<file path="config.mk">
export PLATFORM = sky130hd
export DESIGN_NAME = dyt_decode_stage
export DESIGN_NICKNAME = d
export VERILOG_FILES = /design/src/rtl/dyt_decode_stage.sv
export SDC_FILE = /design/constraint.sdc
export NUM_CORES = 1
export LEC_CHECK = 0
export ABC_AREA = 1
export CORE_ASPECT_RATIO = 0.5
export CORE_MARGIN = 2
export CORE_UTILIZATION = 50
export CTS_BUF_LIST = sky130_fd_sc_hd__clkbuf_8
export CTS_CLUSTER_DIAMETER = 80
export DETAILED_ROUTE_END_ITERATION = 10
export GPL_ROUTABILITY_DRIVEN = 1
export PLACE_DENSITY = 0.88
export SLEW_MARGIN = 20
export SYNTH_ARGS = -nofsm -noshare
export SYNTH_HDL_FRONTEND = slang
export SYNTH_SLANG_ARGS = --single-unit
</file>
<file path="constraint.sdc">
create_clock -name clk -period 3.1 [get_ports clk]
set_clock_uncertainty 0.1 [all_clocks]
set_input_delay 0.31 -clock clk [delete_from_list [all_inputs] [get_ports clk]]
set_output_delay 0.31 -clock clk [all_outputs]
set_load 0.03 [all_outputs]
</file>
<file path="src/rtl/dyt_decode_stage.sv">
// rtl/dyt_decode_stage.sv - RV32I decode stage: operand fetch with write-back bypass,
// immediate generation, load-use stall and flush into the ID/EX register.
module dyt_decode_stage #(
  parameter int XLEN = 32,
  parameter int RA_W = 5
) (
  input  logic            clk,
  input  logic            n_rst,
  input  logic            if_valid,
  output logic            if_ready,
  input  logic [XLEN-1:0] if_instr,
  input  logic [XLEN-1:0] if_pc,
  output logic [RA_W-1:0] rf_r_sel_0,
  output logic [RA_W-1:0] rf_r_sel_1,
  input  logic [XLEN-1:0] rf_r_data_0,
  input  logic [XLEN-1:0] rf_r_data_1,
  input  logic            wb_wen,
  input  logic [RA_W-1:0] wb_sel,
  input  logic [XLEN-1:0] wb_data,
  input  logic            ex_load_valid,
  input  logic [RA_W-1:0] ex_load_rd,
  input  logic            flush,
  output logic            id_valid,
  input  logic            id_ready,
  output logic [XLEN-1:0] id_pc,
  output logic [XLEN-1:0] id_rs1_val,
  output logic [XLEN-1:0] id_rs2_val,
  output logic [XLEN-1:0] id_imm,
  output logic [RA_W-1:0] id_rs1,
  output logic [RA_W-1:0] id_rs2,
  output logic [RA_W-1:0] id_rd,
  output logic [6:0]      id_opcode,
  output logic [2:0]      id_funct3,
  output logic            id_funct7b5,
  output logic            id_rd_wen,
  output logic            id_illegal
);

  localparam logic [6:0] OPC_OP     = 7'b0110011;
  localparam logic [6:0] OPC_IMM    = 7'b0010011;
  localparam logic [6:0] OPC_LOAD   = 7'b0000011;
  localparam logic [6:0] OPC_JALR   = 7'b1100111;
  localparam logic [6:0] OPC_STORE  = 7'b0100011;
  localparam logic [6:0] OPC_BRANCH = 7'b1100011;
  localparam logic [6:0] OPC_LUI    = 7'b0110111;
  localparam logic [6:0] OPC_AUIPC  = 7'b0010111;
  localparam logic [6:0] OPC_JAL    = 7'b1101111;

  logic [6:0]      opc;
  logic [RA_W-1:0] rs1;
  logic [RA_W-1:0] rs2;
  logic [RA_W-1:0] rd;
  logic [XLEN-1:0] imm;
  logic            rd_wen;
  logic            illegal;
  logic            use_rs1;
  logic            use_rs2;
  logic            hz;
  logic [XLEN-1:0] op0;
  logic [XLEN-1:0] op1;

  assign opc = if_instr[6:0];
  assign rd  = if_instr[7 +: RA_W];
  assign rs1 = if_instr[15 +: RA_W];
  assign rs2 = if_instr[20 +: RA_W];

  assign rf_r_sel_0 = rs1;
  assign rf_r_sel_1 = rs2;

  always_comb begin
    imm     = '0;
    rd_wen  = 1'b0;
    illegal = 1'b0;
    use_rs1 = 1'b1;
    use_rs2 = 1'b0;
    case (opc)
      OPC_OP: begin
        rd_wen  = 1'b1;
        use_rs2 = 1'b1;
      end
      OPC_IMM, OPC_LOAD, OPC_JALR: begin
        imm    = XLEN'($signed(if_instr[31:20]));
        rd_wen = 1'b1;
      end
      OPC_STORE: begin
        imm     = XLEN'($signed({if_instr[31:25], if_instr[11:7]}));
        use_rs2 = 1'b1;
      end
      OPC_BRANCH: begin
        imm     = XLEN'($signed({if_instr[31], if_instr[7], if_instr[30:25],
                                 if_instr[11:8], 1'b0}));
        use_rs2 = 1'b1;
      end
      OPC_LUI, OPC_AUIPC: begin
        imm     = XLEN'($signed({if_instr[31:12], 12'b0}));
        rd_wen  = 1'b1;
        use_rs1 = 1'b0;
      end
      OPC_JAL: begin
        imm     = XLEN'($signed({if_instr[31], if_instr[19:12], if_instr[20],
                                 if_instr[30:21], 1'b0}));
        rd_wen  = 1'b1;
        use_rs1 = 1'b0;
      end
      default: illegal = 1'b1;
    endcase
    if (rd == '0) rd_wen = 1'b0;
  end

  assign hz = ex_load_valid && (ex_load_rd != '0) &&
              ((use_rs1 && ex_load_rd == rs1) || (use_rs2 && ex_load_rd == rs2));

  assign if_ready = !flush && !hz && (!id_valid || id_ready);

  // The register file only updates at the edge, so a same-cycle write must be forwarded.
  assign op0 = (rs1 == '0) ? '0 :
               (wb_wen && wb_sel == rs1) ? wb_data : rf_r_data_0;
  assign op1 = (rs2 == '0) ? '0 :
               (wb_wen && wb_sel == rs2) ? wb_data : rf_r_data_1;

  always_ff @(posedge clk or negedge n_rst) begin
    if (!n_rst) begin
      id_valid    <= 1'b0;
      id_pc       <= '0;
      id_rs1_val  <= '0;
      id_rs2_val  <= '0;
      id_imm      <= '0;
      id_rs1      <= '0;
      id_rs2      <= '0;
      id_rd       <= '0;
      id_opcode   <= '0;
      id_funct3   <= '0;
      id_funct7b5 <= 1'b0;
      id_rd_wen   <= 1'b0;
      id_illegal  <= 1'b0;
    end else if (flush) begin
      id_valid <= 1'b0;
    end else if (if_valid && if_ready) begin
      id_valid    <= 1'b1;
      id_pc       <= if_pc;
      id_rs1_val  <= op0;
      id_rs2_val  <= op1;
      id_imm      <= imm;
      id_rs1      <= rs1;
      id_rs2      <= rs2;
      id_rd       <= rd;
      id_opcode   <= opc;
      id_funct3   <= if_instr[14:12];
      id_funct7b5 <= if_instr[30];
      id_rd_wen   <= rd_wen;
      id_illegal  <= illegal;
    end else if (id_ready) begin
      id_valid <= 1'b0;
    end else if (id_valid) begin
      // A stalled instruction must still see results retiring underneath it.
      if (wb_wen && wb_sel != '0 && wb_sel == id_rs1) id_rs1_val <= wb_data;
      if (wb_wen && wb_sel != '0 && wb_sel == id_rs2) id_rs2_val <= wb_data;
    end
  end

endmodule

</file>
Yosys cells after proc, flatten, opt, wreduce, memory -nomap -nowiden

Index checks and enable logic that the tools add are counted.

Equal/unequal tests: 16
Multiplexer cells: 21
Bitwise logic cells: 1
Reduce and logical (&&, ||, !) cells: 35

Operator list:

| operator             | number |
|---|---|
| $mux W32             | 12 |
| $pmux W32 S5         | 1 |
| $eq A5 B5 Y1         | 6 |
| $eq A7 B6 Y1 const B | 3 |
| $eq A7 B7 Y1 const B | 3 |
| $logic_not A5 Y1     | 3 |
| $eq A7 B5 Y1 const B | 2 |
| $logic_and A1 B1 Y1  | 12 |
| $reduce_bool A5 Y1   | 2 |
| $reduce_or A3 Y1     | 3 |
| $reduce_or A9 Y1     | 1 |
| $mux W1              | 8 |
| $reduce_and A4 Y1    | 2 |
| $eq A7 B2 Y1 const B | 1 |
| $reduce_or A7 Y1     | 1 |
| $reduce_bool A2 Y1   | 3 |
| $logic_not A1 Y1     | 3 |
| $reduce_bool A3 Y1   | 1 |
| $logic_or A1 B1 Y1   | 2 |
| $ne A2 B1 Y1 const B | 1 |
| $reduce_and A2 Y1    | 1 |
| $reduce_or A2 Y1     | 1 |
| $not A1 Y1           | 1 |

Register bits after elaboration: 157
Word-level logic and storage cells: 86

Logic depth before layout (Yosys ltp)

Gate-level depths: netlist (run 1).

Depth after elaboration: 12
Depth in mapped cells: 16
Gate-level depth less buffers: 14

Worst setup path before layout (run 1)

Ideal clock, no wire load.

Path kind: input port to output port
Start: input port if_instr[4]
End: output port if_ready
Data arrival time: 1.728 ns
Path slack: 0.962 ns
Stages on the path: 12
Cells stage by stage: inv_1 -> nand2_1 -> nor2_2 -> nand2_2 -> nand2_4 -> inv_2 -> nand3_2 -> nand2_2 -> nand2_2 -> clkbuf_1 -> nand2_1 -> nor2_1

Word-level cells in the longest chain between the ends: 9

Ends and longest elaborated chain:

| what                                       | RTL line | source |
|---|---|---|
| from (decl)                                | 11       | `input logic [XLEN-1:0] if_instr,` |
| $eq A7 B7 Y1, or another cell as far along | 76       | `case (opc)` |
| $reduce_or A3 Y1 (no line)                 | -        |  |
| $mux W1                                    | 76       |  |
| $logic_and A1 B1 Y1                        | 111      | `((use_rs1 && ex_load_rd == rs1) \|\| (use_rs2 && ex_load_rd == rs2));` |
| $logic_or A1 B1 Y1 (*)                     | 111      |  |
| $logic_and A1 B1 Y1 (*)                    | 110      | `assign hz = ex_load_valid && (ex_load_rd != '0) &&` |
| $logic_not A1 Y1 (*)                       | 113      | `assign if_ready = !flush && !hz && (!id_valid \|\| id_ready);` |
| $logic_and A1 B1 Y1 (*) (2 in series)      | 113      |  |
| to (decl)                                  | 10       | `output logic if_ready,` |

Every way passes the cells marked *; elsewhere a longest branch is shown, timed or not.

Worst setup path after layout (run 1)

Start: input port if_instr[5]
End: register id_rs1_val[4]

Word-level cells in the longest chain between the ends: 12

Ends and longest elaborated chain:

| what                                                         | RTL line | source |
|---|---|---|
| $eq A7 B7 Y1, or another cell as far along                   | 76       |  |
| $reduce_or A3 Y1 (no line)                                   | -        |  |
| $mux W1                                                      | 76       |  |
| $logic_and A1 B1 Y1                                          | 111      |  |
| $logic_or A1 B1 Y1 (*)                                       | 111      |  |
| $logic_and A1 B1 Y1 (*)                                      | 110      |  |
| $logic_not A1 Y1 (*)                                         | 113      |  |
| $logic_and A1 B1 Y1 (*) (2 in series)                        | 113      |  |
| $logic_and A1 B1 Y1 (*)                                      | 138      | `end else if (if_valid && if_ready) begin` |
| $ne A2 B1 Y1 (no line) or $reduce_bool A2 Y1 (tied branches) | -        |  |
| $reduce_and A4 Y1 (no line)                                  | -        |  |
| to (signal assigned)                                         | 141      | `id_rs1_val <= op0;` |
| to (signal assigned)                                         | 156      | `if (wb_wen && wb_sel != '0 && wb_sel == id_rs1) id_rs1_val <= wb_data;` |
| to (decl)                                                    | 26       | `output logic [XLEN-1:0] id_rs1_val,` |

Marked as above.
A chain may end at the register's enable or synchronous reset.

==> flow_metrics.tcl, run 1 <==
set metrics [dict create \
    drive_above_1_share_pct 6.07 \
    hold_violations 0 \
    synth-seq-cells 157 \
    synth_top_area_cell "dfrtp_1" \
    die_x_microns 199 \
    ant_nets 0 \
    path_depth 14 \
    path_max_fanout 32 \
    vdd.ir_drop.worst_v 0.000378 \
    routed_wl_mm 34.3 \
    synth_area_leaders "dfrtp_1, nand2_1, nand4_1" \
    cts_sinks 157 \
    area_delta_synth_final_pct 40.9 \
    setup_violations 0 \
    critPathMaxStageDelay_ns 0.55 \
    synth_top_cell_area_share_pct 41.2 \
    path_delay_family "simple AND/OR/NAND/NOR gates" \
    r2r_cells 8 \
    dieHeight_microns 102 \
    cts_tree "done" \
    max_freq_mhz 364 \
    htreeDepth 4 \
    post_drt_wl_per_cell_microns 17.5 \
    r2r_slack_ns 0.64 \
    grt_pass1_vias 10600 \
    synth_nets 1568 \
    cp-endpoint "id_rs1_val[4]$_DFFE_PN0P_" \
    leakage_nw 6.92 \
    cp_data_required_time_ns 3.34 \
    grt_pass1_wl_mm 54.0 \
    vias 10900 \
    arrival_ns 2.99 \
    powerDensity_nw_per_um2 522 \
    num_io_pins 345 \
    yosys_warnings 0 \
    fillers 1425 \
    slowest_stage "clkdlybuf4s50_1" \
    gp_congestion 0.967 \
    coreArea_sq_um 18500 \
    place_area_sq_um 13000 \
    viasPerCell 5.55 \
    worstMarginPinSlew_ns 0.731 \
    clk_path_buf_depth 2 \
    finalCritPeriodShare_pct 88.6 \
    stdcell_area_sq_um 13400 \
    hp-class "in2reg" \
    layout.cells.non_filler 1958 \
    rr_endpoint "id_rs1_val[4]$_DFFE_PN0P_" \
    crit_path_end_kind "register" \
    avgSynthCellArea_sq_um 6.85 \
    mostFrequentLayoutCell "nand2_1" \
    clock_latency_ns 0.45 \
    min_from "if_pc[11]" \
    placementRows 35 \
    gr-total-overflow 0 \
    dieArea_sq_um 20200 \
    floorplan.initialDensity_pct 51.4 \
    slew-limit-headroom_pct 51.3 \
    grt_max_degree 93 \
    post_cts_buffers 0 \
    fin_crit_ns 2.75 \
    clk_pin_slew_ns 0.10 \
    ys_seq_area_share_pct 41.2 \
    ys_types 30 \
    maxCapViolations 0 \
    numCtsBuffers 17 \
    rsz0062_at_grt "false" \
    crit_chain "clkdlybuf4s50_1, nand2_1, nor2_2, nand2_2, nand2_4, inv_2, nand3_2, nand2_2, nand2_2, nand3_4, o21ai_4, nand3_4, nand2_1, nand2_1" \
    grt_usage_pct 33.9 \
    io_buffer_count 344 \
    cts_root_buffer "clkbuf_8" \
    final_nets 1862 \
    dp_cells 1924 \
    drv_slew 0 \
    synthCells 1391 \
    drt-pass1-iter-count 6 \
    critPathKind "in2reg" \
    synth_area_sq_um 9530 \
    crit_buf_inv 2 \
    drc 0 \
    detailed_place_hpwl_mm 24.2 \
    start_kind "input port" \
    layout_common_cells "nand2_1, clkdlybuf4s50_1, dfrtp_1" \
    drt_iter0_drc 1000 \
    antenna_found_initial 1 \
    outcome "finished, final reports clean" \
    worstSetupStartpoint "if_instr[5]" \
    r2r_start "id_valid$_DFFE_PN0P_" \
    hold_slack_ns 0.285 \
]
how the worst min path moves through the flow:
stage | endpoint | slack, ns | cells past startpoint
after floorplan | id_funct3[0]$_DFFE_PN0P_ | -0.09 | 0
after global placement | id_rs2_val[20]$_DFFE_PN0P_ | 0.27 | 1
after detailed placement | id_rs2_val[20]$_DFFE_PN0P_ | 0.28 | 1
after CTS | id_pc[10]$_DFFE_PN0P_ | 0.26 | 3
after global routing | id_pc[15]$_DFFE_PN0P_ | 0.28 | 3
final | id_pc[11]$_DFFE_PN0P_ | 0.29 | 3
worst register-to-register path: cells and delay by family, from the launching register on:
family / cells / cell delay (ns)
simple gates: 6 / 1.35
flops: 1 / 0.39
compound gates: 1 / 0.33
buf+inv: 1 / 0.18
synth_stat cells:
cell      instances
nand3_2           2
buf_4            11
nand3_4           3
nand2_1         589
buf_6            20
dfrtp_1         157
nand2_4           2
nor3_1            6
nor4_1            2
o21ai_0          26
nor2_1           86
xnor2_1           5
a32oi_1           1
nor2_2            1
o21ai_2           2
inv_2             8
a22oi_1           4
o22ai_1           1
a21oi_4           1
clkbuf_1         42
o21ai_1          10
a21oi_1          14
nand2_2           3
inv_1           122
xor2_1           10
buf_2            33
nand3_1          94
nand4_1         131
or2_2             2
o31ai_1           3
flip-flops by register name, indices dropped and copies added, names as in the netlist:
signal	count
id_imm	32
id_pc	32
id_rs1_val	32
id_rs2_val	32
id_opcode	7
id_rd	5
id_rs1	5
id_rs2	5
id_funct3	3
id_funct7b5	1
id_illegal	1
id_rd_wen	1
id_valid	1
routing by layer:
metal,up-vias,track usage (%),part of all wire (%)
met2,709,55.7,46
li1,5016,-,-
met5,-,0,0
met4,0,17.2,4.6
met3,137,7.59,10
met1,5013,42.7,39
power breakdown:
part	switching, mW	total, mW	internal [mW]
clock network	0.899	1.56	0.666
registers	0.241	2.65	2.41
logic	1.67	2.79	1.12
kinds of logic after synthesis:
logic type             after synthesis  synth area share [%]
XOR/XNOR                            15                  1.38
AO/OA/AOI/OAI                       62                  3.69
AND/OR/NAND/NOR                    921                  42.0
buffers and inverters              236                  11.7
flip-flops                         157                  41.2
per-stage QoR:
| step | TNS, ns | setup WS, ns | utilization, % | total power, mW |
|---|---|---|---|---|
| after floorplan | 0 | 0.962 | - | 4.13 |
| after global placement | 0 | 0.0802 | 70.3 | 5.41 |
| after detailed placement | -0.541 | -0.0636 | 70.3 | 5.46 |
| after CTS | 0 | 0.418 | 72.4 | 7.02 |
| after global routing | 0 | 0.214 | 72.5 | 7.33 |
| final | 0 | 0.352 | 72.5 | 7.01 |
final cells by class:
class                      instances  area (sq um)  area share, %
clock buffer                      17           234           1.74
timing repair buffer             381          3770           28.1
clock inverter                    15           156           1.17
antenna                            1          2.50         0.0186
sequential                       157          3930           29.3
multi-input combinational        998          4520           33.7
tap                              259           324           2.41
inverter                         130           488           3.64
what timing repair did:
| action | in CTS | in global routing |
|---|---|---|
| hold buffers | 1 | 0 |
| hold endpoints to repair | 70 | 0 |
| gates resized for setup | 0 | 0 |
(Power assumes the default switching activity.)
==> inputs of run 2 (changes only) <==
--- a/config.mk
+++ b/config.mk
@@ -8,12 +8,12 @@
 export ABC_AREA = 1
 export CORE_ASPECT_RATIO = 0.5
 export CORE_MARGIN = 2
-export CORE_UTILIZATION = 50
+export CORE_UTILIZATION = 42
 export CTS_BUF_LIST = sky130_fd_sc_hd__clkbuf_8
 export CTS_CLUSTER_DIAMETER = 80
 export DETAILED_ROUTE_END_ITERATION = 10
 export GPL_ROUTABILITY_DRIVEN = 1
-export PLACE_DENSITY = 0.88
+export PLACE_DENSITY = 0.79
 export SLEW_MARGIN = 20
 export SYNTH_ARGS = -nofsm -noshare
 export SYNTH_HDL_FRONTEND = slang
==> constraint.sdc (replaced) <==
create_clock -name clk -period 2.3 [get_ports clk]
set_clock_uncertainty 0.1 [all_clocks]
set_input_delay 0.23 -clock clk [delete_from_list [all_inputs] [get_ports clk]]
set_output_delay 0.23 -clock clk [all_outputs]
set_load 0.03 [all_outputs]
==> run 2 against run 1 <==
Compared with the run above:
- design area grew 7.4%
- highest routed layer is now met5
- global-route usage is 3.9 points lower
- via count rose by 0.54%
- combinational power up 42%
- critical path depth is 2 lower
- worst setup slack got worse by 0.25 ns
- critical path type is now in2out
- largest power group unchanged
- sequential power is 35% higher
- register-to-register slack lost 0.37 ns
- routed wire length is 3.9% higher
- sequential share of layout area shrank 2.0 points
==> flow_metrics.tcl, run 2 (same netlist as run 1, synthesis figures left out) <==
set metrics [dict create \
    cts_tree "done" \
    sw_frac_of_total_pct 38.6 \
    placementRows 38 \
    finalCritPeriodShare_pct 95.8 \
    drive_above_1_share_pct 9.98 \
    cp_data_required_time_ns 1.97 \
    fin_crit_ns 2.20 \
    final_nets 1928 \
    coreArea_sq_um 22000 \
    antennaDiodeCount 0 \
    io_buffer_count 344 \
    clk_path_buf_depth 2 \
    grt_max_degree 65 \
    drt_iter0_drc 1298 \
    slew-limit-headroom_pct 51.0 \
    gr-total-overflow 0 \
    combinationalPowerShare_pct 39.5 \
    hp-class "in2async" \
    grt_usage_pct 30.1 \
    clk_pin_slew_ns 0.09 \
    worstMarginPinSlew_ns 0.735 \
    dieHeight_microns 111 \
    drt-pass1-iter-count 6 \
    die_x_microns 217 \
    drv_slew 0 \
    cts_sinks 157 \
    routed_wl_mm 35.7 \
    vdd.ir_drop.worst_v 0.000391 \
    grt_pass1_vias 10700 \
    p_int_mw 6.13 \
    gp_congestion 0.908 \
    numCtsBuffers 17 \
    area_delta_synth_final_pct 51.4 \
    layout_common_cells "nand2_1, clkdlybuf4s50_1, dfrtp_1" \
    hold_violations 0 \
    mostFrequentLayoutCell "nand2_1" \
    antenna_found_initial 1 \
    num_io_pins 345 \
    pwr-share-seq_pct 35.7 \
    floorplan.initialDensity_pct 43.4 \
    start_kind "input port" \
    leakage_nw 7.43 \
    detailed_place_hpwl_mm 25.3 \
    path_max_fanout 6 \
    fillers 1854 \
    final_util_pct 65.7 \
    p_total_mw 9.99 \
    tns_ns 0 \
    grt_pass1_wl_mm 57.3 \
    dieArea_sq_um 24000 \
    arrival_ns 1.87 \
    critPathKind "in2out" \
    ant_nets 0 \
    vias 10900 \
    maxCapViolations 0 \
    p_sw_mw 3.86 \
    clock_latency_ns 0.50 \
    viasPerCell 5.30 \
    drc 0 \
    outcome "finished, final reports clean" \
    htreeDepth 4 \
    max_freq_mhz 454 \
    power_frac_clock_pct 24.8 \
    cts_root_buffer "clkbuf_8" \
    powerDensity_nw_per_um2 693 \
    setup_violations 0 \
    crit_path_end_kind "output port" \
    post_drt_wl_per_cell_microns 17.3 \
]
## run 2: critical path, cell delays in order
cell	delay (ns)
clkdlybuf4s50_1	0.50
nand2_2	0.10
inv_1	0.09
nand2_1	0.10
a21oi_2	0.15
nand3_1	0.10
nand2_2	0.10
nand2_4	0.10
buf_12	0.15
nand2_1	0.05
nor2_1	0.04
buf_4	0.16
## run 2: area by class of cell
cell class / count / area [sq um] / share of cell area, %
inverter: 130 / 488 / 3.38
clock buffer: 17 / 234 / 1.62
timing repair buffer: 447 / 4620 / 32.0
sequential: 157 / 3930 / 27.2
multi-input combinational: 998 / 4550 / 31.6
clock inverter: 15 / 225 / 1.56
tap: 300 / 375 / 2.60
## run 2: per-layer routing
layer | wire (microns) | track usage, %
met5 | 13 | 0
met3 | 3190 | 6.45
met2 | 16600 | 48.5
met4 | 992 | 10.2
met1 | 14900 | 40.0
## run 2: power groups by stage
stage | clock network, mW | registers, mW | logic [mW]
2_1_floorplan | 0 | 4.56 | 1.01
3_3_place_gp | 0 | 3.60 | 3.89
3_5_place_dp | 0 | 3.61 | 3.93
4_1_cts | 2.50 | 3.56 | 3.95
5_1_grt | 2.63 | 3.63 | 4.20
6_report | 2.48 | 3.57 | 3.95
## run 2: final timing paths
check | from | end | slack (ns) | depth (start not counted)
setup / recovery | if_instr[1] | if_ready | 0.1 | 12
hold / removal | n_rst | id_rs2_val[19]$_DFFE_PN0P_ | 0.06 | 2
setup reg to reg | id_valid$_DFFE_PN0P_ | id_rs1_val[27]$_DFFE_PN0P_ | 0.27 | 8
min in group clk | if_instr[3] | id_opcode[3]$_DFFE_PN0P_ | 0.08 | 4
hold reg to reg | id_rs1_val[18]$_DFFE_PN0P_ | id_rs1_val[18]$_DFFE_PN0P_ | 0.38 | 2
max in group asynchronous | n_rst | id_rs1_val[11]$_DFFE_PN0P_ | 1.38 | 3
## run 2: metrics by stage
step	instance area, sq um	worst slack (ns)	instances	hold WS, ns
global placement	13800	-0.212	2025	0.0177
detailed placement	13800	-0.244	2025	0.0138
finish	14400	0.0971	2064	0.0614
global route	14400	-0.00889	2064	0.0747
floorplan	9530	0.297	1391	-0.166
CTS	14400	0.00571	2059	0.0309
## run 2: timing repair
action,CTS,global route
setup buffers,0,4
hold buffers,1,1
resized for setup,4,9
setup endpoints to repair,1,1
pin swaps,0,2
gates cloned,1,0
hold endpoints to repair,157,1
